<file path="src/rtl/regfile_wb_tracer.sv">
// regfile_wb_tracer: captures register-file writebacks to one watched register into a
// show-ahead FIFO streamed out on valid/ready, with sticky overflow and a drop counter.
module regfile_wb_tracer #(
  parameter int DATA_W = 32,
  parameter int ADDR_W = 5,
  parameter int DEPTH  = 8,
  parameter int SEQ_W  = 8
) (
  input  logic                     clk,
  input  logic                     rst_n,
  input  logic                     wb_en,
  input  logic [ADDR_W-1:0]        wb_addr,
  input  logic [DATA_W-1:0]        wb_data,
  input  logic [ADDR_W-1:0]        watch_addr,
  input  logic                     out_ready,
  output logic                     out_valid,
  output logic [DATA_W-1:0]        out_data,
  output logic [SEQ_W-1:0]         out_seq,
  input  logic                     ovf_clr,
  output logic                     overflow,
  output logic [7:0]               drop_cnt,
  output logic [$clog2(DEPTH):0]   level
);
  localparam int PW = $clog2(DEPTH);
  logic [PW:0]       r_wr, r_rd;
  logic [DATA_W-1:0] r_mem_data [DEPTH];
  logic [SEQ_W-1:0]  r_mem_seq  [DEPTH];
  logic [SEQ_W-1:0]  r_seq;
  logic              r_ovf;
  logic [7:0]        r_cnt;
  logic w_empty, w_full, w_hit, w_pop, w_push, w_drop;
  assign w_empty = r_wr == r_rd;
  assign w_full  = (r_wr[PW] != r_rd[PW]) && (r_wr[PW-1:0] == r_rd[PW-1:0]);
  assign w_hit   = wb_en && (wb_addr == watch_addr) && (wb_addr != '0);
  assign w_pop   = !w_empty && out_ready;
  // a pop frees the slot the full-FIFO push lands in, so both may happen together
  assign w_push  = w_hit && (!w_full || w_pop);
  assign w_drop  = w_hit && w_full && !w_pop;
  assign out_valid = !w_empty;
  assign out_data  = w_empty ? '0 : r_mem_data[r_rd[PW-1:0]];
  assign out_seq   = w_empty ? '0 : r_mem_seq[r_rd[PW-1:0]];
  assign overflow  = r_ovf;
  assign drop_cnt  = r_cnt;
  assign level     = r_wr - r_rd;
  always_ff @(posedge clk or negedge rst_n) begin
    if (!rst_n) begin
      r_wr  <= '0;
      r_rd  <= '0;
      r_seq <= '0;
      r_ovf <= 1'b0;
      r_cnt <= '0;
    end else begin
      r_wr  <= r_wr + {{PW{1'b0}}, w_push};
      r_rd  <= r_rd + {{PW{1'b0}}, w_pop};
      r_seq <= r_seq + {{(SEQ_W-1){1'b0}}, w_hit};
      r_ovf <= w_drop ? 1'b1 : ovf_clr ? 1'b0 : r_ovf;
      r_cnt <= w_drop ? (ovf_clr ? 8'd1 : r_cnt + {7'd0, r_cnt != 8'hff})
             : ovf_clr ? 8'd0 : r_cnt;
    end
  end
  always_ff @(posedge clk) begin
    if (w_push) begin
      r_mem_data[r_wr[PW-1:0]] <= wb_data;
      r_mem_seq[r_wr[PW-1:0]]  <= r_seq;
    end
  end
endmodule

</file>
<file path="config.mk">
export PLATFORM = sky130hd
export DESIGN_NAME = regfile_wb_tracer
export DESIGN_NICKNAME = d
export VERILOG_FILES = /design/src/rtl/regfile_wb_tracer.sv
export SDC_FILE = /design/constraint.sdc
export NUM_CORES = 1
export LEC_CHECK = 0
export BUFFER_PORTS_ARGS = -buffer_cell sky130_fd_sc_hd__buf_2
export CAP_MARGIN = 5
export CORE_MARGIN = 2
export CORE_UTILIZATION = 40
export CTS_CLUSTER_SIZE = 14
export DETAILED_ROUTE_END_ITERATION = 12
export PLACE_DENSITY_LB_ADDON = 0.2
export SETUP_SLACK_MARGIN = 0.4
export SLEW_MARGIN = 20
export SYNTH_ARGS = -nofsm -noshare
export SYNTH_HDL_FRONTEND = slang
export SYNTH_SLANG_ARGS = --single-unit
</file>
<file path="constraint.sdc">
create_clock -name clk -period 9.11 [get_ports clk]
set_input_delay 0.4555 -clock clk [delete_from_list [all_inputs] [get_ports clk]]
set_output_delay 0.4555 -clock clk [all_outputs]
set_load 0.005 [all_outputs]
</file>
==> results.md <==
- Post-synthesis async set-or-reset flop share: 0.0725
- RSZ-0062 raised after global routing: no
- Highest Clock Rate: 226 MHz
- Worst Hold Class: input pin to flop
- Syn Area/Cell: 19.6 um2
- Worst slew pin tran: 1.01 ns
- Run status: completed
- Arr. time, crit path: 3.97 ns
- Vias per cell: 5.23
- TritonRoute pass-1 iters: 4
- Crit path capture type: output port
- Max_cap viols: 0
- Overflow left after global routing: 0
- Via count: 6675
- Final Hold Violating Endpoints: 0
- Die width: 187 um
- Critical Path RT: 8.65 ns
- Reg clk slew, reported paths: 0.06 ns
- Top Ports: 101
- Inserted Clock Buffers: 35
- Yosys Warn Count: 0
- Synth area leader: edfxtp_1
- Ys flop type: edfxtp_1
- Full die area: 35000 um2
- Clk buf depth: 3
- ANT cells: 0
- Clk root buf: clkbuf_16
- Worst setup path class: flop to output port
- First-pass GRT wire length: 42.1 mm
- Final HPWL DP: 15.0 mm
- Cts repair resizes: 0
- Input/output buffers: 100
- Final WL: 27.3 mm
- Initial DRC count: 488
- Post-Place Worst Slack: 4.87 ns
- Total negative slack: 0 ns
- Initial Util: 0.403
- P per Cell Area: 280 nW/um2
- Synth area leaders: edfxtp_1 (72%), mux4_2 (13%), dfrtp_1 (4.7%)
- Critical path's top delay family: buffers and inverters
- Reg-to-reg startpoint: r_rd[2]
- Slew Limit Fails: 0
- Drc violations: 0
- Vias in the first global route: 7206
- # rows: 67
- TritonCTS clock tree: built
- Hold_ws: 0.211 ns
- Critical Path, Cell by Cell: inv_2, ha_1, nand3_1, nor2b_4, buf_4, a21oi_1, buf_2
- Post-Synthesis Cells: 683
- Hold Path Cell Cnt: 1
- Post-synth EDFFs: 320
- Setup Viol. Count Final: 0
- Area grow syn2layout: 16.9%
- Htree depth: 2
- Slowest cell on crit path: dfrtp_2
- Initial antenna violation count: 1
- R2R Setup Slk: 4.87 ns
- Worst Setup Start Kind: flop
- Share of cells above drive strength 1: 0.316
- Die height: 187 um
- Hold path start: wb_data[20]
- Final net count: 861
- Crit Path Max Fanout: 43
- Final Wtd Congestion: 0.855
- LEAKAGE: 5.34 nW
- Clock latency at the later pin of the worst-skew pair: 0.51 ns
- Largest net degree at the start of global routing: 79
- Gr usage total: 0.157
- Buf/Inv on CP: 3
- Syn Std Cell Area: 13400 um2
- Setup bufs post-CTS: 0
- Final WS setup: 4.68 ns
- Peak VDD IR: 172 uV
- FF+latch count, synth: 345
- Max Clock Skew: 0.0182 ns
- Hold endpoint: r_mem_data[3][20]
- Final Cycle Share: 0.486
- Worst reg2reg endpoint: drop_cnt[7]
- Avg WL per Cell: 21.4 um
- Slew margin rel.: 0.328
- Core area: 33300 um2
- Post-synth cell types: 34
- Tmin final: 4.43 ns
- Post-route ant nets: 0
- Sequential fraction of the synthesis area: 0.763
- Yosys top cell area share: 0.717
- Syn_nets: 742
- Critical Path Max Stage Delay: 1.03 ns
- CTS Sinks: 345
- Layout fillers: 2811
- FF-to-FF path depth: 7
- Post-CTS Hold Buffers: 1
## layer usage
metal	track usage	wire length (um)
met1	0.213	12000
met2	0.264	13500
met5	0	13
met3	0.0304	1340
met4	0.0394	442
## cells by family after synthesis
group | synth area share
fa+ha+maj | 0.0118
mux | 0.136
flops | 0.763
simple gates | 0.0420
xor+xnor | 0.0131
buf+inv | 0.0140
compound gates | 0.0197
## stage by stage
stage                     area [um2]  total power [mW]  instances   util
after floorplan                13400              2.60        683      -
after global placement         14500              3.02       1212  0.436
after detailed placement       14500              3.03       1212  0.436
after CTS                      15700              4.46       1276  0.471
after global routing           15700              4.62       1276  0.471
final                          15700              4.39       1276  0.471
## power by group
group,total (mW),internal [mW],switching [mW]
Sequential,1.89,1.76,0.129
Combinational,1.08,0.539,0.541
Clock,1.42,0.849,0.570
Total,4.39,3.15,1.24
## sequential cells by signal, summed over array words and instances (netlist names)
name,flops
r_mem_data,256
r_mem_seq,64
drop_cnt,8
r_seq,8
r_rd,4
r_wr,4
overflow,1
## Yosys cell counts (5+ instances only)
| cell type | count |
|---|---|
| edfxtp_1 | 320 |
| nand2_1 | 83 |
| mux4_2 | 80 |
| a21oi_1 | 44 |
| dfrtp_1 | 25 |
| clkbuf_1 | 21 |
| xnor2_1 | 16 |
| inv_1 | 12 |
| ha_1 | 11 |
| nand3_1 | 10 |
| buf_2 | 8 |
| nor2_1 | 7 |
| buf_1 | 5 |
## placed cells by master, fill, tap and decap left out, drive strengths merged, types with 4 or more instances in the layout
| cell | count |
|---|---|
| edfxtp | 320 |
| buf | 116 |
| nand2 | 83 |
| mux4 | 80 |
| a21oi | 44 |
| clkbuf | 44 |
| dfrtp | 25 |
| xnor2 | 16 |
| inv | 13 |
| clkinv | 12 |
| ha | 11 |
| nand3 | 10 |
| nor2 | 7 |
| xor2 | 4 |
| o21ai | 4 |
| bufinv | 4 |
| or3 | 4 |
| nor4 | 4 |
## final cells by class
type | count | area, um2 | share of cell area
clock buffers | 44 | 941 | 0.0600
clock inverters | 19 | 208 | 0.0133
inverters | 12 | 45.0 | 0.00287
multi-input cells | 291 | 3040 | 0.194
flip-flops and latches | 345 | 10200 | 0.654
well taps | 448 | 561 | 0.0358
repair buffers | 117 | 634 | 0.0405
## how the worst max path moves through the flow
| stage | depth (start not counted) | end | startpoint | slack [ns] |
|---|---|---|---|---|
| after floorplan | 8 | r_mem_data[4][0] | r_rd[1] | 2.66 |
| after global placement | 7 | drop_cnt[7] | r_rd[2] | 4.94 |
| after detailed placement | 7 | drop_cnt[7] | r_rd[2] | 4.87 |
| after CTS | 7 | out_data[1] | r_rd[2] | 4.60 |
| after global routing | 7 | out_data[1] | r_rd[2] | 4.43 |
| final | 7 | out_data[1] | r_rd[2] | 4.68 |
(Power assumes the default switching activity.)
